[src/rtl/vga_timing_gen_if.sv]
// Raster timing bundle between the VGA timing generator and the pixel-colour stage.
// The generator (master) consumes the pixel-rate enable and produces counts, syncs and qualifiers.
`timescale 1ns/1ps
interface vga_timing_gen_if;
    logic        pix_en;
    logic [10:0] count_rgb;
    logic [9:0]  reset_count_rgb;
    logic        hsync;
    logic        vsync;
    logic        video_on;
    logic        line_end;
    logic        frame_start;

    modport master (
        input  pix_en,
        output count_rgb, reset_count_rgb, hsync, vsync, video_on, line_end, frame_start
    );

    modport slave (
        output pix_en,
        input  count_rgb, reset_count_rgb, hsync, vsync, video_on, line_end, frame_start
    );
endinterface

[src/rtl/vga_timing_gen.sv]
// VGA raster timing generator: horizontal/vertical counters plus registered sync and
// qualifier decodes. Decodes are computed from the next counter values so every output
// changes on the same clk edge as the counts. H_TOTAL must be <= 2048, V_TOTAL <= 1024.
`timescale 1ns/1ps
module vga_timing_gen #(
    parameter int unsigned H_VISIBLE = 800,
    parameter int unsigned H_FP      = 56,
    parameter int unsigned H_SYNC    = 120,
    parameter int unsigned H_BP      = 64,
    parameter int unsigned V_VISIBLE = 600,
    parameter int unsigned V_FP      = 37,
    parameter int unsigned V_SYNC    = 6,
    parameter int unsigned V_BP      = 23,
    parameter bit          SYNC_POL  = 1'b1
) (
    input  logic             clk,
    input  logic             rst_n,
    vga_timing_gen_if.master vif
);

    localparam int unsigned H_TOTAL = H_VISIBLE + H_FP + H_SYNC + H_BP;
    localparam int unsigned V_TOTAL = V_VISIBLE + V_FP + V_SYNC + V_BP;

    // Terminal counts in counter width; window bounds one bit wider so an end
    // bound equal to 2048/1024 cannot alias to zero.
    localparam logic [10:0] H_LAST       = 11'(H_TOTAL - 1);
    localparam logic [9:0]  V_LAST       = 10'(V_TOTAL - 1);
    localparam logic [11:0] H_VIS_END    = 12'(H_VISIBLE);
    localparam logic [11:0] H_SYNC_START = 12'(H_VISIBLE + H_FP);
    localparam logic [11:0] H_SYNC_END   = 12'(H_VISIBLE + H_FP + H_SYNC);
    localparam logic [10:0] V_VIS_END    = 11'(V_VISIBLE);
    localparam logic [10:0] V_SYNC_START = 11'(V_VISIBLE + V_FP);
    localparam logic [10:0] V_SYNC_END   = 11'(V_VISIBLE + V_FP + V_SYNC);

    logic [10:0] h_cnt;
    logic [9:0]  v_cnt;
    logic [10:0] h_next;
    logic [9:0]  v_next;
    logic [11:0] h_ext;
    logic [10:0] v_ext;

    logic        started;
    logic        decode_en;
    logic        hsync_q,  vsync_q,  video_on_q,  line_end_q,  frame_start_q;
    logic        hsync_d,  vsync_d,  video_on_d,  line_end_d,  frame_start_d;

    // Next raster position: h wraps at the end of a line and carries into v, which wraps at frame end.
    always_comb begin
        h_next = h_cnt;
        v_next = v_cnt;
        if (h_cnt == H_LAST) begin
            h_next = '0;
            v_next = (v_cnt == V_LAST) ? '0 : v_cnt + 10'd1;
        end else begin
            h_next = h_cnt + 11'd1;
        end
    end

    assign h_ext     = {1'b0, h_next};
    assign v_ext     = {1'b0, v_next};
    assign decode_en = started | vif.pix_en;

    // Decode syncs and qualifiers from the next position; until the first advance they stay at reset values.
    always_comb begin
        hsync_d       = ~SYNC_POL;
        vsync_d       = ~SYNC_POL;
        video_on_d    = 1'b0;
        line_end_d    = 1'b0;
        frame_start_d = 1'b0;
        if (decode_en) begin
            hsync_d       = (h_ext >= H_SYNC_START && h_ext < H_SYNC_END) ? SYNC_POL : ~SYNC_POL;
            vsync_d       = (v_ext >= V_SYNC_START && v_ext < V_SYNC_END) ? SYNC_POL : ~SYNC_POL;
            video_on_d    = (h_ext < H_VIS_END) && (v_ext < V_VIS_END);
            line_end_d    = (h_next == H_LAST);
            frame_start_d = (h_next == 11'd0) && (v_next == 10'd0);
        end
    end

    // Counters, started flag and decoded outputs all advance together on a pixel-enable cycle.
    always_ff @(posedge clk or negedge rst_n) begin
        if (!rst_n) begin
            h_cnt         <= '0;
            v_cnt         <= '0;
            started       <= 1'b0;
            hsync_q       <= ~SYNC_POL;
            vsync_q       <= ~SYNC_POL;
            video_on_q    <= 1'b0;
            line_end_q    <= 1'b0;
            frame_start_q <= 1'b0;
        end else if (vif.pix_en) begin
            h_cnt         <= h_next;
            v_cnt         <= v_next;
            started       <= 1'b1;
            hsync_q       <= hsync_d;
            vsync_q       <= vsync_d;
            video_on_q    <= video_on_d;
            line_end_q    <= line_end_d;
            frame_start_q <= frame_start_d;
        end
    end

    assign vif.count_rgb       = h_cnt;
    assign vif.reset_count_rgb = v_cnt;
    assign vif.hsync           = hsync_q;
    assign vif.vsync           = vsync_q;
    assign vif.video_on        = video_on_q;
    assign vif.line_end        = line_end_q;
    assign vif.frame_start     = frame_start_q;

endmodule

[src/flat_wrapper.sv]
// flat-port wrapper written by rule: the top's interface ports become plain ports
module vga_timing_gen_flat 
#(
    parameter int unsigned H_VISIBLE = 800,
    parameter int unsigned H_FP      = 56,
    parameter int unsigned H_SYNC    = 120,
    parameter int unsigned H_BP      = 64,
    parameter int unsigned V_VISIBLE = 600,
    parameter int unsigned V_FP      = 37,
    parameter int unsigned V_SYNC    = 6,
    parameter int unsigned V_BP      = 23,
    parameter bit          SYNC_POL  = 1'b1
)
  (clk, rst_n, vif_pix_en, vif_count_rgb, vif_reset_count_rgb, vif_hsync, vif_vsync, vif_video_on, vif_line_end, vif_frame_start);
  vga_timing_gen_if vif_i ();
  input  logic clk;
  input  logic rst_n;
  input wire logic [$bits(vif_i.pix_en)-1:0] vif_pix_en;
  output wire logic [$bits(vif_i.count_rgb)-1:0] vif_count_rgb;
  output wire logic [$bits(vif_i.reset_count_rgb)-1:0] vif_reset_count_rgb;
  output wire logic [$bits(vif_i.hsync)-1:0] vif_hsync;
  output wire logic [$bits(vif_i.vsync)-1:0] vif_vsync;
  output wire logic [$bits(vif_i.video_on)-1:0] vif_video_on;
  output wire logic [$bits(vif_i.line_end)-1:0] vif_line_end;
  output wire logic [$bits(vif_i.frame_start)-1:0] vif_frame_start;
  assign vif_i.pix_en = vif_pix_en;
  assign vif_count_rgb = vif_i.count_rgb;
  assign vif_reset_count_rgb = vif_i.reset_count_rgb;
  assign vif_hsync = vif_i.hsync;
  assign vif_vsync = vif_i.vsync;
  assign vif_video_on = vif_i.video_on;
  assign vif_line_end = vif_i.line_end;
  assign vif_frame_start = vif_i.frame_start;
  vga_timing_gen #(.H_VISIBLE(H_VISIBLE), .H_FP(H_FP), .H_SYNC(H_SYNC), .H_BP(H_BP), .V_VISIBLE(V_VISIBLE), .V_FP(V_FP), .V_SYNC(V_SYNC), .V_BP(V_BP), .SYNC_POL(SYNC_POL)) u_core (.clk(clk), .rst_n(rst_n), .vif(vif_i));
endmodule
[config.mk]
export PLATFORM = sky130hd
export DESIGN_NAME = vga_timing_gen_flat
export DESIGN_NICKNAME = d
export VERILOG_FILES = /design/src/rtl/vga_timing_gen_if.sv /design/src/rtl/vga_timing_gen.sv /design/src/flat_wrapper.sv
export SDC_FILE = /design/constraint.sdc
export NUM_CORES = 1
export LEC_CHECK = 0
export ABC_AREA = 0
export CAP_MARGIN = 20
export CORE_ASPECT_RATIO = 0.5
export CORE_MARGIN = 3
export CORE_UTILIZATION = 56
export CTS_CLUSTER_SIZE = 20
export DETAILED_ROUTE_END_ITERATION = 7
export DONT_BUFFER_PORTS = 1
export GPL_ROUTABILITY_DRIVEN = 0
export PLACE_DENSITY = 0.74
export SYNTH_ARGS = -nofsm -noshare
export SYNTH_HDL_FRONTEND = slang
export SYNTH_SLANG_ARGS = --single-unit
[constraint.sdc]
create_clock -name clk -period 2.76 [get_ports clk]
set_clock_uncertainty 0.2 [all_clocks]
set_input_delay 0.552 -clock clk [delete_from_list [all_inputs] [get_ports clk]]
set_output_delay 0.552 -clock clk [all_outputs]
set_load 0.01 [all_outputs]
==> summary.txt <==
Yosys
  • Post-synth top area share: 29.5%
  • Flops & latches, synth: 26
  • Syn avg cell area: roughly 8.5 um2
  • Synth Cell Area: around 2200 um2
  • Post-synthesis cell count: 259
  • Sequential-to-total area share from yosys stat: 29.5%
  • Netlist cell types: 67
  • Main synth FF type: dfrtp_1
  • Net Count, Synth: 267
  • Post-synth EDFFs: 0
  • Area leader, netlist: dfrtp_1
  • Yosys Warn Count: 0
  • Async S/R FF share, synth: 100%
  • Synth area leaders: dfrtp_1, xnor2_1, nand2_1

STA
  • RSZ-0062 raised after global routing: false
  • Worst slew pin tran: 0.492 ns
  • Fin crit share: between 90% and 100%
  • Endpoints failing setup: 0
  • F_max: 386 MHz
  • TNS Setup: 0 ns
  • Fin. max-slew vios: 0
  • WHS: 0.176 ns
  • Setup ws final: ~0.17 ns
  • Relative slew slack: 67.0%
  • Final Hold Vio Count: 0
  • Min Tclk post-route: about 2.6 ns

Critical path
  • CP max stage delay: 0.60 ns
  • Worst reg2reg path depth: 6
  • WP data required: 2.73 ns
  • Critical path class: reg2reg
  • CP Max Fanout: 11
  • Crit end category: register
  • Slowest stage cell, crit path: or4b_4
  • Critical path depth: 6
  • Buf+Inv Stages, Crit Path: 0
  • CP Launch Type: register
  • Arrival @ worst endpoint: roughly 2.6 ns
  • Crit path max-delay family: simple AND/OR/NAND/NOR gates
  • Critical path, cell by cell: or4b_4 > or3_4 > or3_1 > a22oi_2 > nand3_1 > a41o_1

CTS
  • Clock slew at reported path FFs: ~0.1 ns
  • CTS tree: yes
  • H-tree depth: 1
  • Max Buffers Root-to-Sink: 2
  • Sink Count: 26
  • Cts bufs inserted: 3
  • Skew-Pair Late Insertion Delay: 0.27 ns
  • Setup Fix Bufs, Post-CTS: 0
  • CTS Root Cell: clkbuf_8

Route
  • DRT Wirelength: 5750 um
  • Post-DR wirelength/cell: ~18 um
  • DR vias: 2091
  • First DRT Iteration DRCs: 158
  • Drt pass-1 iters: 7
  • Final ANT Viol Nets: 0
  • Drt drc: 0
  • Vias per cell: about 6.7

Placed design
  • Worst slack at placement: between 0.1 and 0.15 ns
  • Placed insts: 308
  • DP HPWL: ~4000 um
  • I/O Buffers: 0

Cells and area
  • Util after Layout: between 60% and 70%
  • Final net count: between 200 and 300
  • P&R area growth vs syn: 7.09%
  • Layout Cells excl Fill: ~310
  • Fraction of layout cells with a size suffix above 1: between 15 and 20%
  • Diode count: 0

Floorplan
  • Cell Rows: 15
  • Die Width: 94.8 um
  • IO Count: 29
  • Die ar.: 4780 um2
  • Core area: between 3000 and 4000 um2
  • Initial core utilization: 61.3%
  • Die Span Y: approximately 50 um

Power
  • Leak: 0.978 nW
  • Pwr/cell area: around 450 nW/um2
  • Maximum VDD drop: 0.000271 V

Global routing
  • All-Layer GR Usage: 24.4%
  • Largest net degree at the start of global routing: 27
  • Grt ovf: 0
  • Antenna violations before repair: 0
  • Vias in the first global route: roughly 1.9k
  • Global-route wire length before repair: 9230 um

Flow run
  • Max-Cap Viols: 0

Hold path
  • WHS Path Cells: 1
  • HP Class: in2reg

Status
  • Status: finished clean
## path summary, 6_finish.rpt
check                                        start                            end  slack [ns]
setup / recovery           u_core.vif.count_rgb[8]            u_core.vif.video_on        0.17
hold / removal                          vif_pix_en        u_core.vif.count_rgb[0]        0.18
setup reg to reg           u_core.vif.count_rgb[8]            u_core.vif.video_on        0.17
hold reg to reg             u_core.vif.frame_start         u_core.vif.frame_start        0.37
max in group asynchronous                    rst_n            u_core.vif.line_end        1.65
min in group asynchronous                    rst_n  u_core.vif.reset_count_rgb[7]        0.55
## cell type report
class | instances | area (um2)
fill | 299 | 1240
clock buffer | 4 | 55.1
tap | 51 | 63.8
timing repair buffer | 27 | 218
multi-input combinational | 198 | 1350
sequential | 26 | 651
inverter | 8 | 30.0
## metal layers
| layer | part of all wire (%) | global-route usage [%] |
|---|---|---|
| met3 | 10 | 6.29 |
| met1 | 43 | 33.6 |
| met2 | 45 | 37.9 |
| met5 | 0 | 0 |
| met4 | 1.7 | 6.70 |
## cell usage in the layout, fill, tap and decap left out, types with 3 or more instances in the layout
| master | n |
|---|---|
| a211oi_1 | 3 |
| a21oi_1 | 7 |
| a31oi_1 | 4 |
| and3_1 | 6 |
| and4_1 | 3 |
| buf_4 | 25 |
| clkbuf_8 | 4 |
| dfrtp_1 | 26 |
| ha_1 | 5 |
| inv_1 | 8 |
| mux2_2 | 3 |
| mux2i_1 | 4 |
| nand2_1 | 24 |
| nand3_1 | 15 |
| nand3b_1 | 3 |
| nand4_1 | 4 |
| nor2_1 | 12 |
| nor3_1 | 7 |
| nor4_1 | 3 |
| o211ai_1 | 5 |
| o21a_1 | 4 |
| o21ai_0 | 16 |
| o31ai_1 | 4 |
| or2_2 | 3 |
| or3_1 | 3 |
| xnor2_1 | 11 |
| xor2_1 | 3 |
## state kept, by name, summed over array words and instances (netlist names)
signal	flops
u_core.vif.reset_count_rgb	10
u_core.vif.count_rgb	11
u_core.vif.line_end	1
u_core.vif.frame_start	1
u_core.vif.vsync	1
u_core.vif.hsync	1
u_core.vif.video_on	1
## synth_stat cells (all sizes together) (5+ instances only)
library cell,number
inv,8
nor2,12
ha,5
xnor2,11
and2,5
nand2,24
nor3,8
dfrtp,26
a21oi,7
buf,13
o211ai,5
o21ai,17
and3,7
clkbuf,13
nand3,15
## kinds of logic after synthesis
| kind of cell | Yosys count | synth area share, % |
|---|---|---|
| compound gates | 67 | 21.5 |
| mux | 7 | 3.34 |
| fa+ha+maj | 5 | 2.83 |
| flops | 26 | 29.5 |
| xor+xnor | 14 | 5.56 |
| buf+inv | 35 | 10.4 |
| simple gates | 105 | 26.8 |
## through the flow
step | area (um2) | total power, mW
global placement | 2260 | 0.789
detailed placement | 2260 | 0.801
floorplan | 2210 | 0.765
global route | 2360 | 1.12
finish | 2360 | 1.06
CTS | 2340 | 1.06
## where the power goes
| part | internal (mW) | leakage [nW] | switching, mW |
|---|---|---|---|
| Clock | 0.128 | 0.0288 | 0.122 |
| Sequential | 0.417 | 0.343 | 0.0529 |
| Combinational | 0.137 | 0.607 | 0.206 |
| Total | 0.682 | 0.978 | 0.381 |
## what timing repair did
| item | in CTS | in global routing |
|---|---|---|
| gates resized for setup | 0 | 4 |
| hold buffers | 2 | 0 |
| endpoints found under the hold margin | 26 | 0 |
| setup endpoints to repair | 0 | 3 |
(Power assumes the default switching activity.)
